### src/rtl/ddr2_aref_pkg.sv
// Shared constants for the DDR2 auto-refresh engine: command encodings,
// default geometry and timing, and the FSM state type.
package ddr2_aref_pkg;

    // {cs_n, ras_n, cas_n, we_n}
    localparam logic [3:0] CMD_NOP  = 4'b0111;
    localparam logic [3:0] CMD_PRE  = 4'b0010;
    localparam logic [3:0] CMD_AREF = 4'b0001;

    localparam int DEF_BA_BITS   = 3;
    localparam int DEF_ADDR_BITS = 14;

    // Device timing in picoseconds at a 5 ns controller clock
    localparam int TCK_PS   = 5000;
    localparam int TREFI_PS = 7_800_000;
    localparam int TRP_PS   = 15_000;
    localparam int TRFC_PS  = 127_500;

    // Round a time up to whole clock cycles so spacing is never violated
    function automatic int ps2cyc(input int ps);
        return (ps + TCK_PS - 1) / TCK_PS;
    endfunction

    localparam int DEF_TREFI_CYC    = ps2cyc(TREFI_PS);
    localparam int DEF_TRP_CYC      = ps2cyc(TRP_PS);
    localparam int DEF_TRFC_CYC     = ps2cyc(TRFC_PS);
    localparam int DEF_MAX_POSTPONE = 8;

    typedef enum logic [2:0] {
        ST_IDLE,
        ST_REQ,
        ST_PRE,
        ST_WAIT_RP,
        ST_AREF,
        ST_WAIT_RFC
    } aref_state_e;

endpackage

### src/rtl/ddr2_aref_if.sv
// Refresh engine <-> command arbiter bundle. The engine is the master.
interface ddr2_aref_if #(
    parameter int BA_BITS   = 3,
    parameter int ADDR_BITS = 14
);
    logic                 aref_req;
    logic                 aref_en;
    logic [3:0]           aref_cmd;
    logic [BA_BITS-1:0]   aref_ba;
    logic [ADDR_BITS-1:0] aref_addr;
    logic                 aref_end;
    logic                 aref_urgent;
    logic                 aref_overflow;

    modport master (
        input  aref_en,
        output aref_req, aref_cmd, aref_ba, aref_addr,
        output aref_end, aref_urgent, aref_overflow
    );

    modport slave (
        output aref_en,
        input  aref_req, aref_cmd, aref_ba, aref_addr,
        input  aref_end, aref_urgent, aref_overflow
    );
endinterface

### src/rtl/ddr2_aref_timer.sv
// tREFI interval counter plus the outstanding-refresh (debt) counter.
// Each interval wrap adds one refresh owed; each issued AREF pays one back.
module ddr2_aref_timer
    import ddr2_aref_pkg::*;
#(
    parameter int TREFI_CYC    = DEF_TREFI_CYC,
    parameter int MAX_POSTPONE = DEF_MAX_POSTPONE,
    localparam int DEBT_W      = $clog2(MAX_POSTPONE + 1)
) (
    input  logic              clk,
    input  logic              rst_n,
    input  logic              init_end,
    input  logic              aref_issue,
    output logic [DEBT_W-1:0] debt,
    output logic              urgent,
    output logic              overflow
);
    localparam int TMR_W = $clog2(TREFI_CYC);
    localparam logic [TMR_W-1:0]  TMR_LAST = TMR_W'(TREFI_CYC - 1);
    localparam logic [DEBT_W-1:0] DEBT_MAX = DEBT_W'(MAX_POSTPONE);

    logic [TMR_W-1:0]  timer_r;
    logic [DEBT_W-1:0] debt_r;
    logic [DEBT_W-1:0] debt_nxt_s;
    logic              urgent_r;
    logic              overflow_r;
    logic              tick_s;

    assign tick_s = init_end && (timer_r == TMR_LAST);

    // Next debt: a tick and an AREF in the same cycle cancel out
    always_comb begin
        debt_nxt_s = debt_r;
        if (tick_s && !aref_issue) begin
            if (debt_r != DEBT_MAX) begin
                debt_nxt_s = debt_r + DEBT_W'(1);
            end else begin
                debt_nxt_s = debt_r;
            end
        end else if (aref_issue && !tick_s) begin
            if (debt_r != {DEBT_W{1'b0}}) begin
                debt_nxt_s = debt_r - DEBT_W'(1);
            end else begin
                debt_nxt_s = debt_r;
            end
        end else begin
            debt_nxt_s = debt_r;
        end
    end

    // Interval counter, debt and status flags; all held clear until init completes
    always_ff @(posedge clk or negedge rst_n) begin
        if (!rst_n) begin
            timer_r    <= {TMR_W{1'b0}};
            debt_r     <= {DEBT_W{1'b0}};
            urgent_r   <= 1'b0;
            overflow_r <= 1'b0;
        end else if (!init_end) begin
            timer_r    <= {TMR_W{1'b0}};
            debt_r     <= {DEBT_W{1'b0}};
            urgent_r   <= 1'b0;
            overflow_r <= 1'b0;
        end else begin
            timer_r    <= tick_s ? {TMR_W{1'b0}} : timer_r + TMR_W'(1);
            debt_r     <= debt_nxt_s;
            urgent_r   <= (debt_nxt_s == DEBT_MAX);
            overflow_r <= overflow_r | (tick_s && (debt_r == DEBT_MAX));
        end
    end

    assign debt     = debt_r;
    assign urgent   = urgent_r;
    assign overflow = overflow_r;

endmodule

### src/rtl/ddr2_aref.sv
// Periodic auto-refresh engine. Requests the command bus when refreshes are
// owed, then on grant issues PRE-all, AREF after tRP, and signals completion
// after tRFC. Every bus output comes straight from a register.
module ddr2_aref
    import ddr2_aref_pkg::*;
#(
    parameter int TREFI_CYC    = DEF_TREFI_CYC,
    parameter int TRP_CYC      = DEF_TRP_CYC,
    parameter int TRFC_CYC     = DEF_TRFC_CYC,
    parameter int MAX_POSTPONE = DEF_MAX_POSTPONE,
    parameter int BA_BITS      = DEF_BA_BITS,
    parameter int ADDR_BITS    = DEF_ADDR_BITS
) (
    input  logic       clk,
    input  logic       rst_n,
    input  logic       init_end,
    ddr2_aref_if.master bus
);
    localparam int DEBT_W   = $clog2(MAX_POSTPONE + 1);
    localparam int WAIT_MAX = (TRFC_CYC > TRP_CYC) ? TRFC_CYC : TRP_CYC;
    localparam int WAIT_W   = $clog2(WAIT_MAX + 1);
    // Wait states last N-1 cycles; the counter runs down to zero, hence N-2
    localparam logic [WAIT_W-1:0] RP_LOAD  = WAIT_W'((TRP_CYC  > 1) ? TRP_CYC  - 2 : 0);
    localparam logic [WAIT_W-1:0] RFC_LOAD = WAIT_W'((TRFC_CYC > 1) ? TRFC_CYC - 2 : 0);
    // A10 high selects all banks for the precharge
    localparam logic [ADDR_BITS-1:0] A10_MASK = {{(ADDR_BITS-11){1'b0}}, 1'b1, 10'b0};

    aref_state_e          state_r, state_nxt_s;
    logic [WAIT_W-1:0]    wait_r, wait_nxt_s;
    logic                 end_nxt_s;
    logic [3:0]           cmd_nxt_s;
    logic [ADDR_BITS-1:0] addr_nxt_s;
    logic                 req_r, end_r;
    logic [3:0]           cmd_r;
    logic [ADDR_BITS-1:0] addr_r;
    logic [DEBT_W-1:0]    debt_s;
    logic                 urgent_s, overflow_s, aref_issue_s;

    // Debt is paid on the same edge the AREF command is registered
    assign aref_issue_s = (state_nxt_s == ST_AREF);

    ddr2_aref_timer #(
        .TREFI_CYC    (TREFI_CYC),
        .MAX_POSTPONE (MAX_POSTPONE)
    ) u_timer (
        .clk        (clk),
        .rst_n      (rst_n),
        .init_end   (init_end),
        .aref_issue (aref_issue_s),
        .debt       (debt_s),
        .urgent     (urgent_s),
        .overflow   (overflow_s)
    );

    // Next-state logic; dropping init_end abandons any sequence in flight
    always_comb begin
        state_nxt_s = state_r;
        wait_nxt_s  = wait_r;
        end_nxt_s   = 1'b0;
        if (!init_end) begin
            state_nxt_s = ST_IDLE;
            wait_nxt_s  = {WAIT_W{1'b0}};
        end else begin
            case (state_r)
                ST_IDLE: begin
                    state_nxt_s = (debt_s != {DEBT_W{1'b0}}) ? ST_REQ : ST_IDLE;
                end
                ST_REQ: begin
                    state_nxt_s = bus.aref_en ? ST_PRE : ST_REQ;
                end
                ST_PRE: begin
                    if (TRP_CYC > 1) begin
                        state_nxt_s = ST_WAIT_RP;
                        wait_nxt_s  = RP_LOAD;
                    end else begin
                        state_nxt_s = ST_AREF;
                    end
                end
                ST_WAIT_RP: begin
                    if (wait_r == {WAIT_W{1'b0}}) begin
                        state_nxt_s = ST_AREF;
                    end else begin
                        wait_nxt_s = wait_r - WAIT_W'(1);
                    end
                end
                ST_AREF: begin
                    if (TRFC_CYC > 1) begin
                        state_nxt_s = ST_WAIT_RFC;
                        wait_nxt_s  = RFC_LOAD;
                    end else begin
                        end_nxt_s   = 1'b1;
                        state_nxt_s = (debt_s != {DEBT_W{1'b0}}) ? ST_REQ : ST_IDLE;
                    end
                end
                ST_WAIT_RFC: begin
                    if (wait_r == {WAIT_W{1'b0}}) begin
                        // Bus released; any further refresh needs a fresh grant
                        end_nxt_s   = 1'b1;
                        state_nxt_s = (debt_s != {DEBT_W{1'b0}}) ? ST_REQ : ST_IDLE;
                    end else begin
                        wait_nxt_s = wait_r - WAIT_W'(1);
                    end
                end
                default: begin
                    state_nxt_s = ST_IDLE;
                    wait_nxt_s  = {WAIT_W{1'b0}};
                end
            endcase
        end
    end

    // Command and address implied by the state being entered
    always_comb begin
        cmd_nxt_s  = CMD_NOP;
        addr_nxt_s = {ADDR_BITS{1'b0}};
        case (state_nxt_s)
            ST_PRE: begin
                cmd_nxt_s  = CMD_PRE;
                addr_nxt_s = A10_MASK;
            end
            ST_AREF: begin
                cmd_nxt_s  = CMD_AREF;
            end
            default: begin
                cmd_nxt_s  = CMD_NOP;
                addr_nxt_s = {ADDR_BITS{1'b0}};
            end
        endcase
    end

    // State, wait counter and registered bus outputs
    always_ff @(posedge clk or negedge rst_n) begin
        if (!rst_n) begin
            state_r <= ST_IDLE;
            wait_r  <= {WAIT_W{1'b0}};
            req_r   <= 1'b0;
            end_r   <= 1'b0;
            cmd_r   <= CMD_NOP;
            addr_r  <= {ADDR_BITS{1'b0}};
        end else begin
            state_r <= state_nxt_s;
            wait_r  <= wait_nxt_s;
            req_r   <= (state_nxt_s == ST_REQ);
            end_r   <= end_nxt_s;
            cmd_r   <= cmd_nxt_s;
            addr_r  <= addr_nxt_s;
        end
    end

    assign bus.aref_req      = req_r;
    assign bus.aref_cmd      = cmd_r;
    assign bus.aref_ba       = {BA_BITS{1'b0}};
    assign bus.aref_addr     = addr_r;
    assign bus.aref_end      = end_r;
    assign bus.aref_urgent   = urgent_s;
    assign bus.aref_overflow = overflow_s;

endmodule
### src/flat_wrapper.sv
// flat-port wrapper written by rule: the top's interface ports become plain ports
module ddr2_aref_flat import ddr2_aref_pkg::*;
#(
    parameter int TREFI_CYC    = DEF_TREFI_CYC,
    parameter int TRP_CYC      = DEF_TRP_CYC,
    parameter int TRFC_CYC     = DEF_TRFC_CYC,
    parameter int MAX_POSTPONE = DEF_MAX_POSTPONE,
    parameter int BA_BITS      = DEF_BA_BITS,
    parameter int ADDR_BITS    = DEF_ADDR_BITS
)
  (clk, rst_n, init_end, bus_aref_en, bus_aref_req, bus_aref_cmd, bus_aref_ba, bus_aref_addr, bus_aref_end, bus_aref_urgent, bus_aref_overflow);
  ddr2_aref_if #(.BA_BITS(BA_BITS), .ADDR_BITS(ADDR_BITS)) bus_i ();
  input  logic clk;
  input  logic rst_n;
  input  logic init_end;
  input wire logic [$bits(bus_i.aref_en)-1:0] bus_aref_en;
  output wire logic [$bits(bus_i.aref_req)-1:0] bus_aref_req;
  output wire logic [$bits(bus_i.aref_cmd)-1:0] bus_aref_cmd;
  output wire logic [$bits(bus_i.aref_ba)-1:0] bus_aref_ba;
  output wire logic [$bits(bus_i.aref_addr)-1:0] bus_aref_addr;
  output wire logic [$bits(bus_i.aref_end)-1:0] bus_aref_end;
  output wire logic [$bits(bus_i.aref_urgent)-1:0] bus_aref_urgent;
  output wire logic [$bits(bus_i.aref_overflow)-1:0] bus_aref_overflow;
  assign bus_i.aref_en = bus_aref_en;
  assign bus_aref_req = bus_i.aref_req;
  assign bus_aref_cmd = bus_i.aref_cmd;
  assign bus_aref_ba = bus_i.aref_ba;
  assign bus_aref_addr = bus_i.aref_addr;
  assign bus_aref_end = bus_i.aref_end;
  assign bus_aref_urgent = bus_i.aref_urgent;
  assign bus_aref_overflow = bus_i.aref_overflow;
  ddr2_aref #(.TREFI_CYC(TREFI_CYC), .TRP_CYC(TRP_CYC), .TRFC_CYC(TRFC_CYC), .MAX_POSTPONE(MAX_POSTPONE), .BA_BITS(BA_BITS), .ADDR_BITS(ADDR_BITS)) u_core (.clk(clk), .rst_n(rst_n), .init_end(init_end), .bus(bus_i));
endmodule
### config.mk
export PLATFORM = sky130hd
export DESIGN_NAME = ddr2_aref_flat
export DESIGN_NICKNAME = d
export VERILOG_FILES = /design/src/rtl/ddr2_aref_pkg.sv /design/src/rtl/ddr2_aref_if.sv /design/src/rtl/ddr2_aref_timer.sv /design/src/rtl/ddr2_aref.sv /design/src/flat_wrapper.sv
export SDC_FILE = /design/constraint.sdc
export NUM_CORES = 1
export LEC_CHECK = 0
export ABC_CLOCK_PERIOD_IN_PS = 5300
export CORE_MARGIN = 3
export CORE_UTILIZATION = 58
export CTS_CLUSTER_DIAMETER = 50
export DETAILED_ROUTE_END_ITERATION = 6
export GPL_TIMING_DRIVEN = 0
export PLACE_DENSITY_LB_ADDON = 0.08
export SLEW_MARGIN = 10
export SYNTH_ARGS = -nofsm -noshare
export SYNTH_HDL_FRONTEND = slang
export SYNTH_SLANG_ARGS = --single-unit
### constraint.sdc
create_clock -name clk -period 5.3 [get_ports clk]
set_input_delay 0.53 -clock clk [delete_from_list [all_inputs] [get_ports clk]]
set_output_delay 0.53 -clock clk [all_outputs]
set_load 0.01 [all_outputs]
== After elaboration in Yosys (flattened, before gate mapping) ==
Index checks and enable logic that the tools add are counted.
Word-level totals
  output and inout bits: 25
  memory bits (read-only): 0
  memories: 0
  flip-flop bits (word level): 41
  latch bits: 0
  RAM bits: 0
  logic and storage cells: 64
  bits of input ports: 4
Operators by class
  mux-type cells: 23
  divide/modulo/power cells: 0
  magnitude comparators: 0
  reduce and logical (&&, ||, !) cells: 12
  add/sub/neg operators: 4
  $mul: 0
  shift operators: 0
  eq/ne operators: 14
  bitwise operators: 1
Operators with widths (number)
  $mux W11: 3
  $mux W4: 5
  $pmux W5 S4: 1
  $pmux W3 S6: 1
  $add A11 B1 Y11 const B: 1
  $eq A11 B11 Y1 const B: 1
  $mux W5: 2
  $eq A3 B2 Y1 const B: 3
  $eq A3 B3 Y1 const B: 3
  $mux W3: 3
  $eq A4 B4 Y1 const B: 2
  $eq A3 B1 Y1 const B: 2
  $mux W1: 6
  $pmux W3 S2: 1
  $logic_not A5 Y1: 1
  $sub A5 B1 Y5 const B: 1
  $add A4 B1 Y4 const B: 1
  $logic_and A1 B1 Y1: 4
  $ne A4 B4 Y1 const B: 1
  $reduce_bool A4 Y1: 1
  $reduce_or A2 Y1: 2
  $sub A4 B1 Y4 const B: 1
  $logic_not A3 Y1: 1
  $ne A3 B3 Y1 const B: 1
  other kinds (5): 6

== Logic depth before layout (Yosys ltp) ==
  word-level depth: 11
  mapped depth: 9
  mapped depth without buffers: 8

== Cells and area by module ==
A second synthesis with hierarchy kept.
Second synthesis, totals
  cells, all modules: 197
  area, all modules: 1976.9 um^2
Modules (own cells, without submodules)
  ddr2_aref_timer: sequential area each 425.4 um^2, area an instance 1022.2 um^2, cells an instance 101, times used 1
  ddr2_aref: sequential area each 354.1 um^2, area an instance 954.7 um^2, cells an instance 96, times used 1

== Worst setup path after synthesis ==
No wires, ideal clock.
  kind: register to register
  from: register u_core.wait_r[0]
  to: register u_core.u_timer.urgent_r, in the netlist u_core.u_timer.urgent
  required time: 5.205 ns
  setup time: 0.095 ns
  buffers on the path: 1
  data arrival time: 1.984 ns
  clock period less this slack: 2.079 ns
  stages on the path, launching flop included: 10
  setup slack: 3.221 ns
  cell sequence: dfrtp_1 -> inv_1 -> ha_1 -> or4b_4 -> buf_6 -> nor2_8 -> inv_4 -> mux2_2 -> mux2i_1 -> nor4b_2
On the way
  word-level cells in the longest chain between the ends: 10
  elaborated cells on any way between the ends: 13
  those cells by class: eq/ne (2); mux (7); reduce/logical (4)
RTL lines
  from (decl): line ddr2_aref.sv:29  | logic [WAIT_W-1:0] wait_r, wait_nxt_s;
  from (signal assigned): line ddr2_aref.sv:135  | wait_r <= {WAIT_W{1'b0}};
  from (signal assigned): line ddr2_aref.sv:142  | wait_r <= wait_nxt_s;
  $logic_not A5 Y1 (*): line ddr2_aref.sv:80, ddr2_aref.sv:96
  $mux W3, on equally long branches: line ddr2_aref.sv:96, ddr2_aref.sv:80
  $pmux W3 S6 (*): line ddr2_aref.sv:64  | case (state_r)
  $mux W3 (*): line ddr2_aref.sv:60  | if (!init_end) begin
  $eq A3 B3 Y1 (*): line ddr2_aref.sv:40  | assign aref_issue_s = (state_nxt_s == ST_AREF);
  $logic_and A1 B1 Y1 or $logic_not A1 Y1 (tied branches): line ddr2_aref_timer.sv:40, ddr2_aref_timer.sv:34
  $mux W4 or $logic_and A1 B1 Y1 (tied branches): line ddr2_aref_timer.sv:40, ddr2_aref_timer.sv:34
  $mux W4 (*): line ddr2_aref_timer.sv:34  | if (tick_s && !aref_issue) begin
  $eq A4 B4 Y1 (*): line ddr2_aref_timer.sv:66  | urgent_r <= (debt_nxt_s == DEBT_MAX);
  $mux W1 (*): line ddr2_aref_timer.sv:58  | end else if (!init_end) begin
  to (signal assigned): line ddr2_aref_timer.sv:66
  to (decl): line ddr2_aref_timer.sv:25  | logic urgent_r;
Every way passes the cells marked *; elsewhere a longest branch is shown, timed or not.
A chain may end at the register's enable or synchronous reset.

== Worst setup path after layout ==
Same ends and word-level chain as after synthesis.

==> summary.md <==
| Metric | Value |
|---|---|
| Final HPWL DP | `2.90 mm` |
| R2R Path End | `u_core.u_timer.urgent` |
| Setup crit end kind | `flop` |
| Setup Skew | `7.90 ps` |
| Largest net degree at the start of global routing | `32` |
| Top cell type by total area after synthesis | `dfrtp_1` |
| Initial antenna violation count | `0` |
| Slew headroom | `0.550` |
| Router iterations before antenna repair | `4` |
| Avg WL per Cell | `13.8 um` |
| Grt ovf | `0` |
| Share of the synthesized area in the top cell type | `0.352` |
| Top cells by area, synth | `dfrtp_1 (35%), buf_4 (6.4%), dfstp_2 (4.0%)` |
| Die Y | `64.6 um` |
| VDD IR max | `0.000149 V` |
| GPL Wtd Cong | `0.851` |
| Status | `completed` |
| Placed Cells | `286` |
| Via count | `1641` |
| HP Class | `in2async` |
| Flop2flop setup slack | `2930 ps` |
| Core ar. | `0.00315 sq mm` |
| Yosys cell types | `54` |
| Global Route Usage Sum | `0.211` |
| Shortest period the worst path allows | `2370 ps` |
| Antenna cell count | `0` |
| CP Class | `reg2reg` |
| Clock Path Buffers | `2` |
| Htree depth | `2` |
| CTS Hold Bufs | `0` |
| Most used DFF post-synth | `dfrtp_1` |
| Global-route wire length before repair | `6.83 mm` |
| Port bufs | `11` |
| Max-cap violations | `0` |
| Actual slew at the worst max-slew pin | `676 ps` |
| Postcts setup bufs | `0` |
| Syn Area/Cell | `9.26 sq um` |
| Post-Place Cell Area | `0.00221 sq mm` |
| Synth Warn # | `0` |
| P_leak | `0.00102 uW` |
| Pwr Total | `404 uW` |
| R2r worst-path depth | `9` |
| Final Hold Viols | `0` |
| Remaining antenna violation count | `0` |
| P&R area growth vs syn | `13.6%` |
| Sink Count | `31` |
| FMAX | `0.423 GHz` |
| Critical-path top delay cell | `or4b_4` |
| Register area share after synthesis | `0.392` |
| Root Driver | `clkbuf_4` |
| Max FO, Critical Path | `8` |
| Vias in the first global route | `1490` |
| FP Rows | `20` |
| Resized Gates After CTS | `0` |
| Final nets | `258` |
| CP Cell Sequence | `inv_1 -> ha_1 -> or4b_4 -> buf_6 -> nor2_8 -> inv_4 -> a41oi_1 -> o2111ai_1 -> nor4b_2` |
| Design area | `0.00226 sq mm` |
| Initial core utilization | `0.631` |
| Post-synth EDFFs | `0` |
| Num ports | `29` |
| Die Area | `0.00417 sq mm` |
| Iteration-0 DRC Markers | `137` |
| Crit share post-route | `0.446` |
| Startpoint Class | `flop` |
| Crit-path max cell delay | `460 ps` |
| Reg clk slew, reported paths | `100 ps` |
| Critical Path RT | `5540 ps` |
| Die Wd | `64.6 um` |
| CTS tree | `yes` |
| Seq cells post-synth | `31` |
| Residual DRC | `0` |
| DRT Wirelength | `4.05 mm` |
| Clock latency on the worst-skew pair | `340 ps` |
| Slew Limit Fails | `0` |
| Setup violations, final | `0` |
| Crit path DAT | `2610 ps` |
| Vias per cell | `5.58` |
| Setup TNS Final | `0 ps` |
| Post-Synthesis Cells | `215` |
| Reg-to-Reg Start | `u_core.wait_r[0]` |
| PD cells | `179 mW/mm^2` |
| Unrepaired setup endpoints after global routing | `false` |
| CTS Buf Count | `5` |
| Fin cells | `294` |
| Layout cells sized above 1 | `0.148` |
| Cell Area, Synth | `0.00199 sq mm` |
| Post-synth ARST share | `1.00` |
-- per-layer routing --
metal | track usage | wire [um] | vias to the layer above
met3 | 0.0433 | 247 | 9
met5 | 0 | 0 | -
met2 | 0.312 | 1850 | 54
li1 | - | - | 815
met4 | 0.116 | 93 | 0
met1 | 0.288 | 1860 | 763
-- sequential cells by signal, indices dropped and copies added, names as in the netlist --
| name | cells |
|---|---|
| u_core.u_timer.timer_r | 11 |
| u_core.wait_r | 5 |
| u_core.u_timer.debt | 4 |
| u_core.bus.aref_cmd | 3 |
| u_core.state_r | 3 |
| u_core.bus.aref_addr | 1 |
| u_core.bus.aref_end | 1 |
| u_core.bus.aref_req | 1 |
| u_core.u_timer.overflow | 1 |
| u_core.u_timer.urgent | 1 |
-- layout by cell type (no fill, tap or decap), types with 2 or more instances in the layout --
cell,instances
ha_1,5
o21ai_0,9
clkdlybuf4s50_1,10
and4_1,2
o211ai_1,3
and2_1,5
clkbuf_1,8
buf_2,2
nand3_1,11
nor4b_1,2
nand2_1,8
clkbuf_4,5
a31oi_1,4
o221ai_1,3
or3_1,6
inv_1,9
a211oi_1,3
buf_1,2
dfstp_2,3
conb_1,17
dfrtp_1,28
nor3b_1,3
and3_1,5
nand2b_1,2
nand4_1,5
nor3_1,4
xor2_1,6
nor2_1,17
xnor2_1,4
mux2i_1,3
o2111ai_1,2
a21oi_1,11
o22ai_1,3
buf_4,17
-- layout make-up --
type / count / area (sq um)
multi-input cells: 162 / 1050
fillers: 279 / 892
flip-flops and latches: 31 / 779
plain buffers: 27 / 174
repair buffers: 11 / 105
well taps: 44 / 55.1
clock buffers: 7 / 45.0
inverters: 11 / 43.8
clock inverters: 1 / 5.00
-- cell families (layout without fill, tap and decap cells) --
family,after synthesis,count (layout),share of synthesized area
flip-flops,31,31,0.392
XOR/XNOR,10,10,0.0440
buffers and inverters,38,57,0.109
AO/OA/AOI/OAI,46,46,0.151
multiplexers,4,4,0.0207
AND/OR/NAND/NOR,79,79,0.245
other,1,17,0.00188
adder cells (fa/ha/maj),6,6,0.0365
-- cell usage after synthesis (all sizes together) (2+ instances only) --
master,n
mux2i,3
and4,2
clkbuf,6
xnor2,4
and2,5
o21ai,9
nor2,18
and3,5
a31oi,4
ha,5
a21oi,11
inv,10
nand2b,2
dfstp,3
dfrtp,28
o2111ai,2
or3,6
nand2,8
o221ai,3
a211oi,3
nor3b,3
o211ai,3
buf,21
o22ai,3
nand4,5
nand3,11
nor4b,3
nor3,4
xor2,6
-- critical path, delay by kind of cell, from the launching register on --
kind	cells	cell delay, ps
buffers and inverters	3	330
AOI/OAI and AO/OA	2	430
adders and majority gates	1	160
and+or+nand+nor	3	910
DFF	1	420
-- worst max path at each step --
stage	startpoint	endpoint	cells after the start
2_1_floorplan	u_core.wait_r[0]	u_core.u_timer.urgent	9
3_3_place_gp	init_end	u_core.u_timer.urgent	7
3_5_place_dp	init_end	u_core.u_timer.urgent	7
4_1_cts	u_core.wait_r[0]	u_core.u_timer.urgent	9
5_1_grt	u_core.wait_r[0]	u_core.u_timer.urgent	8
6_report	u_core.wait_r[0]	u_core.u_timer.urgent	9
-- where the power goes --
group	total, uW	switching, uW	internal [uW]
Sequential	241	2.17	238
Combinational	30.8	18.2	12.5
Clock	133	81.1	51.6
Total	404	101	303
-- through the flow --
stage	util	setup slack [ps]	hold WS, ps
global placement	0.703	2780	478
detailed placement	0.701	2730	486
CTS	0.717	2910	225
floorplan	-	3220	234
global route	0.717	2730	249
finish	0.717	2930	215
Power figures use the tool's default switching activity.
